**src/rtl/des_key_sched_iter.sv**
```systemverilog
// Iterative DES/3DES key schedule: emits one PC-2 round key per handshake from a
// single rotating C/D pair, for NUM_KEYS keys in encrypt or decrypt order.
module des_key_sched_iter #(
    parameter int NUM_KEYS       = 3,
    parameter bit BIT_ORDER_MSB0 = 1
) (
    input  logic                    clk,
    input  logic                    rst,
    input  logic                    start,
    input  logic [0:64*NUM_KEYS-1]  Sk,
    input  logic                    is_encrypt,
    output logic                    ready,
    output logic                    rk_valid,
    input  logic                    rk_ready,
    output logic [0:47]             rk_data,
    output logic [1:0]              rk_key_idx,
    output logic [3:0]              rk_round,
    output logic                    done
);

    localparam int PC1_TAB [56] = '{
        57, 49, 41, 33, 25, 17,  9,  1, 58, 50, 42, 34, 26, 18,
        10,  2, 59, 51, 43, 35, 27, 19, 11,  3, 60, 52, 44, 36,
        63, 55, 47, 39, 31, 23, 15,  7, 62, 54, 46, 38, 30, 22,
        14,  6, 61, 53, 45, 37, 29, 21, 13,  5, 28, 20, 12,  4};

    localparam int PC2_TAB [48] = '{
        14, 17, 11, 24,  1,  5,  3, 28, 15,  6, 21, 10,
        23, 19, 12,  4, 26,  8, 16,  7, 27, 20, 13,  2,
        41, 52, 31, 37, 47, 55, 30, 40, 51, 45, 33, 48,
        44, 49, 39, 56, 34, 53, 46, 42, 50, 36, 29, 32};

    typedef enum logic [1:0] {IDLE, GEN, DONE} state_t;

    state_t                   state, state_next;
    logic [0:64*NUM_KEYS-1]   key_reg;
    logic [0:64*NUM_KEYS-1]   src_bundle;
    logic                     enc_reg;
    logic [0:27]              c_reg, d_reg;
    logic [0:63]              key_sel;
    logic [0:55]              pc1_cd;
    logic [0:27]              load_c, load_d, step_c, step_d;
    logic [1:0]               first_idx, next_idx, load_idx;
    logic [3:0]               round_next;
    logic                     load_enc, accept, handshake, last_key, last_round;

    // FIPS bit n (1-based) of a key, honouring the configured bit numbering
    function automatic logic key_bit(input logic [0:63] key, input int n);
        return BIT_ORDER_MSB0 ? key[6'(n - 1)] : key[6'(64 - n)];
    endfunction

    function automatic logic [0:55] pc1(input logic [0:63] key);
        logic [0:55] cd;
        for (int i = 0; i < 56; i++)
            cd[6'(i)] = key_bit(key, PC1_TAB[i]);
        return cd;
    endfunction

    function automatic logic [0:47] pc2(input logic [0:27] c, input logic [0:27] d);
        logic [0:55] cd;
        logic [0:47] k;
        cd = {c, d};
        for (int i = 0; i < 48; i++)
            k[6'(BIT_ORDER_MSB0 ? i : 47 - i)] = cd[6'(PC2_TAB[i] - 1)];
        return k;
    endfunction

    function automatic logic two_step(input logic [3:0] r);
        return !(r == 4'd0 || r == 4'd1 || r == 4'd8 || r == 4'd15);
    endfunction

    function automatic logic [0:27] rot_left(input logic [0:27] x, input logic two);
        return two ? {x[2:27], x[0:1]} : {x[1:27], x[0]};
    endfunction

    function automatic logic [0:27] rot_right(input logic [0:27] x, input logic two);
        return two ? {x[26:27], x[0:25]} : {x[27], x[0:26]};
    endfunction

    assign accept     = (state == IDLE) && start;
    assign handshake  = (state == GEN) && rk_ready;
    assign last_round = (rk_round == 4'd15);
    assign last_key   = enc_reg ? (rk_key_idx == 2'(NUM_KEYS - 1)) : (rk_key_idx == 2'd0);
    assign first_idx  = is_encrypt ? 2'd0 : 2'(NUM_KEYS - 1);
    assign next_idx   = enc_reg ? rk_key_idx + 2'd1 : rk_key_idx - 2'd1;
    assign round_next = rk_round + 4'd1;

    // On start the key comes straight from the port since key_reg loads on the same edge
    assign src_bundle = (state == IDLE) ? Sk : key_reg;
    assign load_idx   = accept ? first_idx : next_idx;
    assign load_enc   = accept ? is_encrypt : enc_reg;

    always_comb begin
        key_sel = '0;
        for (int k = 0; k < NUM_KEYS; k++)
            if (load_idx == 2'(k))
                key_sel = src_bundle[64*k +: 64];
    end

    // Decrypt starts from the unrotated PC-1 value, which equals C16/D16
    always_comb begin
        pc1_cd = pc1(key_sel);
        load_c = load_enc ? rot_left(pc1_cd[0:27], 1'b0)  : pc1_cd[0:27];
        load_d = load_enc ? rot_left(pc1_cd[28:55], 1'b0) : pc1_cd[28:55];
        step_c = enc_reg ? rot_left(c_reg, two_step(round_next))
                         : rot_right(c_reg, two_step(4'd0 - round_next));
        step_d = enc_reg ? rot_left(d_reg, two_step(round_next))
                         : rot_right(d_reg, two_step(4'd0 - round_next));
    end

    always_ff @(posedge clk) begin
        if (rst) state <= IDLE;
        else     state <= state_next;
    end

    always_comb begin
        state_next = state;
        case (state)
            IDLE:    if (start) state_next = GEN;
            GEN:     if (handshake && last_round && last_key) state_next = DONE;
            DONE:    state_next = IDLE;
            default: state_next = IDLE;
        endcase
    end

    always_ff @(posedge clk) begin
        if (rst) begin
            key_reg    <= '0;
            enc_reg    <= 1'b0;
            c_reg      <= '0;
            d_reg      <= '0;
            rk_key_idx <= 2'd0;
            rk_round   <= 4'd0;
        end else if (accept) begin
            key_reg    <= Sk;
            enc_reg    <= is_encrypt;
            rk_key_idx <= first_idx;
            rk_round   <= 4'd0;
            c_reg      <= load_c;
            d_reg      <= load_d;
        end else if (handshake) begin
            if (!last_round) begin
                rk_round <= round_next;
                c_reg    <= step_c;
                d_reg    <= step_d;
            end else if (!last_key) begin
                rk_key_idx <= next_idx;
                rk_round   <= 4'd0;
                c_reg      <= load_c;
                d_reg      <= load_d;
            end
        end
    end

    assign ready    = (state == IDLE);
    assign rk_valid = (state == GEN);
    assign done     = (state == DONE);
    assign rk_data  = rk_valid ? pc2(c_reg, d_reg) : 48'd0;

endmodule

```
**config.mk**
```make
export PLATFORM = sky130hd
export DESIGN_NAME = des_key_sched_iter
export DESIGN_NICKNAME = d
export VERILOG_FILES = /design/src/rtl/des_key_sched_iter.sv
export SDC_FILE = /design/constraint.sdc
export NUM_CORES = 1
export LEC_CHECK = 0
export ABC_CLOCK_PERIOD_IN_PS = 3570
export CORE_ASPECT_RATIO = 1.2
export CORE_MARGIN = 2
export CORE_UTILIZATION = 32
export DETAILED_ROUTE_END_ITERATION = 10
export SLEW_MARGIN = 20
export SYNTH_ARGS = -nofsm -noshare
export SYNTH_HDL_FRONTEND = slang
export SYNTH_SLANG_ARGS = --single-unit
```
**constraint.sdc**
```tcl
create_clock -name clk -period 3.57 [get_ports clk]
set_clock_uncertainty 0.1 [all_clocks]
set_input_delay 0.714 -clock clk [delete_from_list [all_inputs] [get_ports clk]]
set_output_delay 0.714 -clock clk [all_outputs]
set_load 0.02 [all_outputs]
```
==> results.yml, run 1 <==
routing:
  top_layer_used: "met4"
  drc: 0
  dr.pass1.iters: 5
  initialDrtViolationCount: 641
  drt_wl_total_um: 22800
  post_drt_wl_per_cell_um: 17.8
  drt-met1-wl_um: 10600
  viasPerCell: 5.75
  dr_wl_met2_um: 10600
  met3_length_um: 1280
  via_count: 7388
  ant_nets: 0
cells_and_area:
  largest_reg_flops: 36
  final_util: 0.382
  regArea_um2: 2020
  antenna_cells: 0
  layout-drive-gt1-share: 0.0846
  n_fill_cell: 2345
  multi_input_area_um2: 4830
  areaGrowthSynthToFinish_pct: 17.6
  nets: 1201
cts:
  numClockSinks: 101
  cts_tree: "done"
  path_clk_slew_ns: 0.07
  root_buffer: "clkbuf_16"
  post_cts_buffers: 0
  cts.path.max_buffers: 2
  h-tree-depth: 3
  cts_buffers: 9
  worstSkewPairLatency_ns: 0.37
global_route:
  grt.overflow.total: 0
  track_usage: 0.189
  grt_pass1_vias: 6805
  grt_start_max_net_pins: 44
  antenna_found_initial: 0
  grt_pass1_wl_um: 37000
synthesis:
  ys_seq_elements: 101
  syn_area_um2: 7260
  syn-instance-count: 964
  synth.avg_cell_area_um2: 7.53
  synth-async-reset-ratio: 0
  synth_edf_count: 0
  synth-seq-area-share: 0.278
  synth_flop_cell: "dfxtp_1"
  yosysTopAreaCell: "dfxtp_1"
  ys_warn_count: 0
  synthTopCellsByArea: "dfxtp_1 28%, nand2_1 13%, mux2i_1 9.1%, a32o_1 4.7%, a21oi_1 4.1%"
  synth_top_area_frac: 0.278
  synth.distinct_cells: 69
critical_path:
  path_cells: "inv_1, ha_1, or3b_1, a21o_1, a211oi_4, buf_4, nand2_1, a32oi_1, a32o_1"
  endpoint_kind: "register"
  cpMaxStageDelayCell: "dfxtp_1"
  cp_num_buf_inv: 2
  path_class: "reg2reg"
  cp-start-kind: "register"
  path_delay_family: "compound AO/OA/AOI/OAI gates"
  crit_fanout: 28
  required_ns: 3.78
  slowest_delay_ns: 0.51
  worstPathArrival_ns: 3.52
floorplan:
  rows: 60
  die_h_um: 169
  coreArea_um2: 22400
  die-area_um2: 23900
  initial_utilization: 0.325
  ios: 254
  die_width_um: 142
timing:
  fmax_mhz: 302
  hold_violations: 0
  slew_viol_final: 0
  timing.hold.ws_ns: 0.355
  worstMarginPinSlew_ns: 0.789
  fin_crit_sh: 0.928
  rsz0062_at_grt: "false"
  fin_setup_tns_ns: 0
  worst_slack_ns: 0.257
  fin_crit_ns: 3.31
  setup_viol: 0
  max_slew_margin: 0.467
power:
  max-vdd-ir-drop_uv: 287
  power_density_nw_per_um2: 336
  finalPower_w: 0.00287
  leakagePower_nw: 3.02
placement:
  place_hpwl_um: 15300
  pre_cts_slack_ns: 0.179
  place_congestion: 0.916
  io_buffers: 75
job:
  max-cap-violations: 0
status:
  status: "complete, no violations"
worst_hold_path:
  hp-class: "reg2reg"
stage by stage:
stage	std cells	area, µm²
finish	1284	8540
CTS	1284	8520
floorplan	985	7340
global placement	1268	8230
global route	1284	8540
detailed placement	1268	8230
synthesized netlist by cell type, types with 7 or more instances:
library cell,count
nand3_1,46
buf_4,22
o311ai_0,10
a21oi_1,60
clkbuf_1,54
inv_1,8
a221o_1,16
a31oi_1,9
mux2_2,16
mux2i_1,66
a211oi_1,8
nand2b_1,7
o21ai_0,18
buf_1,7
o211ai_1,15
dfxtp_1,101
and2_1,27
a32oi_1,34
buf_2,19
nor2_1,22
a32o_1,34
nand2_1,256
logic make-up (layout without fill, tap and decap cells):
group	Yosys count	after routing	synth area share
AOI/OAI and AO/OA	260	260	0.272
xor gates and xnor gates	2	2	0.00241
adders and majority gates	4	4	0.00689
buffers and inverters	113	133	0.0751
DFF	101	101	0.278
muxes	83	83	0.119
other	1	22	0.000516
and+or+nand+nor	400	400	0.246
what timing repair did:
action / 4_1_cts / 5_1_grt
hold buffers: 0 / 0
gates resized for setup: 0 / 3
endpoints found under the setup margin: 0 / 13
area by class of cell:
| class | count | area share |
|---|---|---|
| well taps | 279 | 0.0409 |
| clock buffers | 10 | 0.0280 |
| inverters | 9 | 0.00396 |
| flip-flops and latches | 101 | 0.237 |
| clock inverters | 6 | 0.00630 |
| repair buffers | 108 | 0.118 |
| multi-input cells | 771 | 0.566 |
placed cells by master, fill, tap and decap left out, types with 4 or more instances in the layout:
cell type	count
a211oi_1	7
a32oi_1	34
a32o_1	34
mux2i_1	66
nor3b_1	5
dfxtp_1	101
o22ai_1	6
inv_1	8
nor3_1	5
ha_1	4
nor2b_1	4
o21ai_0	18
nand2b_1	7
nor2_1	20
conb_1	22
a221o_1	16
or3_1	4
nand2_1	256
nand3_1	46
mux2_2	16
a22oi_1	6
o211ai_1	15
buf_4	32
clkbuf_16	9
clkdlybuf4s50_1	74
a31oi_1	9
a21oi_1	59
o21a_1	6
and2_1	27
o311ai_0	10
worst min-delay path, stage by stage (launching register included):
cell,delay [ns]
dfxtp_1,0.31
nand2_1,0.05
a21oi_1,0.05
metal layers:
layer / track usage / vias to the layer above
met3: 0.0240 / 24
met4: 0.0622 / 0
met5: 0 / -
li1: - / 3565
met1: 0.262 / 3517
met2: 0.302 / 282
power by group:
group | switching, W | total [W] | internal [W]
registers | 0.0000755 | 0.00126 | 0.00118
clock network | 0.000505 | 0.00101 | 0.000506
logic | 0.000359 | 0.000602 | 0.000243
total | 0.000939 | 0.00287 | 0.00193
worst paths after layout:
check                                         startpoint                       end  slack, ns  cells after the start
worst max-delay path            rk_round[0]$_SDFFE_PP0P_    d_reg[19]$_SDFFE_PP0P_       0.26                      9
worst min-delay path            key_reg[65]$_SDFFE_PP0P_  key_reg[65]$_SDFFE_PP0P_       0.35                      2
worst max register to register  rk_round[0]$_SDFFE_PP0P_    d_reg[19]$_SDFFE_PP0P_       0.26                      9
worst min register to register  key_reg[65]$_SDFFE_PP0P_  key_reg[65]$_SDFFE_PP0P_       0.35                      2
No activity file was read; power rests on OpenSTA's default activity.
==> inputs of run 2 (changes only) <==
--- a/config.mk
+++ b/config.mk
@@ -10,7 +10,7 @@
 export CORE_MARGIN = 2
 export CORE_UTILIZATION = 32
 export DETAILED_ROUTE_END_ITERATION = 10
-export SLEW_MARGIN = 20
+export SLEW_MARGIN = 5
 export SYNTH_ARGS = -nofsm -noshare
 export SYNTH_HDL_FRONTEND = slang
 export SYNTH_SLANG_ARGS = --single-unit
==> results of run 2 <==
Same layout as run 1: the final DEF is identical, and so are final timing and power.
==> inputs of run 3 (changes only) <==
--- a/config.mk
+++ b/config.mk
@@ -7,8 +7,9 @@
 export LEC_CHECK = 0
 export ABC_CLOCK_PERIOD_IN_PS = 3570
 export CORE_ASPECT_RATIO = 1.2
-export CORE_MARGIN = 2
+export CORE_MARGIN = 10
 export CORE_UTILIZATION = 32
+export CTS_CLUSTER_DIAMETER = 150
 export DETAILED_ROUTE_END_ITERATION = 10
 export SLEW_MARGIN = 5
 export SYNTH_ARGS = -nofsm -noshare
==> run 3 against run 2 <==
Against the previous run:
- clock power barely moved
- fmax rose by 0.92%
- sequential cell count unchanged
- register-to-register slack improved by 0.03 ns
- routed wire length up 4.2%
- via count is 0.16% higher
- largest power group unchanged
- worst setup slack gained 0.030 ns
- largest cell class unchanged
- power decreased by 0.53%
- sequential share of layout area is essentially flat
- global-route usage shrank 2.9 points
==> results.yml, run 3 (synthesis gave the netlist of run 1 again) <==
timing:
  rsz0062_at_grt: "false"
  fin_setup_tns_ns: 0
  slew_viol_final: 0
  worstMarginPinSlew_ns: 0.964
  fin_crit_ns: 3.28
  fmax_mhz: 305
  fin_crit_sh: 0.920
  hold_violations: 0
  max_slew_margin: 0.357
  setup_viol: 0
power:
  switching_share: 0.330
  p_int_w: 0.00191
  leakagePower_nw: 3.04
  power_density_nw_per_um2: 334
  pwr-share-comb: 0.212
  pwr-share-seq: 0.440
  p_clk_frac: 0.348
  p_switching_w: 0.000942
  max-vdd-ir-drop_uv: 248
  finalPower_w: 0.00285
cts:
  cts.path.max_buffers: 2
  cts.repair.resized: 0
  cts_tree: "done"
  cts_buffers: 9
  post_cts_buffers: 0
  ctsHoldBuffers: 0
  numClockSinks: 101
  root_buffer: "clkbuf_16"
  worstSkewPairLatency_ns: 0.37
  path_clk_slew_ns: 0.08
  h-tree-depth: 3
floorplan:
  initial_utilization: 0.325
  coreArea_um2: 22400
  rows: 60
  ios: 254
  die_width_um: 158
  die-area_um2: 29100
  die_h_um: 185
routing:
  dr.pass1.iters: 5
  viasPerCell: 5.75
  ant_nets: 0
  post_drt_wl_per_cell_um: 18.5
  drt_wl_total_um: 23800
  via_count: 7400
  drc: 0
  initialDrtViolationCount: 697
critical_path:
  path_class: "reg2reg"
  worstReg2RegStart: "rk_round[0]$_SDFFE_PP0P_"
  endpoint_kind: "register"
  reg2reg_to: "c_reg[9]$_SDFFE_PP0P_"
  crit_fanout: 13
  required_ns: 3.78
  r2r_setup_slack_ns: 0.29
  worstPathArrival_ns: 3.50
  cp-start-kind: "register"
  rr_worst_depth: 9
global_route:
  antenna_found_initial: 1
  grt.overflow.total: 0
  grt_start_max_net_pins: 48
  grt_pass1_vias: 6978
  track_usage: 0.159
  grt_pass1_wl_um: 38200
placement:
  placed_area_um2: 8260
  place_congestion: 0.901
  io_buffers: 75
  place_hpwl_um: 16100
cells_and_area:
  nets: 1205
  areaGrowthSynthToFinish_pct: 17.7
  antenna_cells: 0
  layout_commonest_cell: "nand2_1"
  n_fill_cell: 2359
  largest_reg_flops: 36
  final_cell_area_um2: 8550
  final_cell_mix: "256 x nand2_1, 101 x dfxtp_1, 74 x clkdlybuf4s50_1"
  layout-drive-gt1-share: 0.0872
status:
  status: "complete, no violations"
worst_hold_path:
  hp-start: "key_reg[129]$_SDFFE_PP0P_"
  hp-class: "reg2reg"
  min_to: "key_reg[129]$_SDFFE_PP0P_"
  hold_depth: 2
job:
  max-cap-violations: 0
-- run 3: cell types whose count changed in the layout (fill, tap and decap cells not counted), sizes merged --
cell,before,now
clkbuf,10,9
clkinv,3,4
clkinvlp,1,2
buf,34,38
inv,11,10
-- run 3: cell type report --
cell class                 count  area (µm²)  share of cell area
multi-input combinational    771        4820               0.564
timing repair buffer         112        1040               0.121
inverter                       9        33.8             0.00395
sequential                   101        2020               0.237
clock buffer                   9         225              0.0264
clock inverter                 7        60.1             0.00703
tap                          279         349              0.0408
-- run 3: how the worst max path moves through the flow --
stage	start	endpoint	slack (ns)	depth (start not counted)
after floorplan	rk_round[0]$_SDFFE_PP0P_	c_reg[9]$_SDFFE_PP0P_	0.55	10
after global placement	rk_round[0]$_SDFFE_PP0P_	c_reg[9]$_SDFFE_PP0P_	0.29	9
after detailed placement	rk_round[0]$_SDFFE_PP0P_	c_reg[9]$_SDFFE_PP0P_	0.27	9
after CTS	rk_round[0]$_SDFFE_PP0P_	c_reg[9]$_SDFFE_PP0P_	0.25	9
after global routing	rk_round[0]$_SDFFE_PP0P_	c_reg[9]$_SDFFE_PP0P_	0.06	9
final	rk_round[0]$_SDFFE_PP0P_	c_reg[9]$_SDFFE_PP0P_	0.29	9
-- run 3: layer usage --
metal,global-route usage,vias to the layer above,wire [µm]
met4,0.0543,2,459
met5,0,-,13
met1,0.210,3518,10800
li1,-,3583,-
met3,0.0350,36,1630
met2,0.250,261,10900
-- run 3: worst max-delay path, cell delays in order, from the launching register on --
cell and delay [ns]:
dfxtp_1 0.33, inv_1 0.07, ha_1 0.37, or3b_1 0.41, a211oi_1 0.49, a211o_1 0.23, mux2i_4 0.09, buf_4 0.20
nor3_2 0.67, a221o_1 0.27
-- run 3: power groups by stage --
| stage | combinational (W) | clock, W | sequential (W) |
|---|---|---|---|
| after CTS | 0.000597 | 0.00100 | 0.00125 |
| final | 0.000605 | 0.000993 | 0.00126 |
| after global routing | 0.000659 | 0.00105 | 0.00127 |
| after detailed placement | 0.000595 | 0 | 0.00128 |
| after global placement | 0.000591 | 0 | 0.00128 |
| after floorplan | 0.000426 | 0 | 0.00126 |
-- run 3: through the flow --
step	worst slack (ns)	utilization	cells	hold WS, ns
floorplan	0.552	-	985	0.332
global placement	0.289	0.369	1272	0.339
CTS	0.252	0.382	1288	0.357
detailed placement	0.269	0.369	1272	0.346
finish	0.287	0.382	1288	0.355
global route	0.0565	0.382	1288	0.378
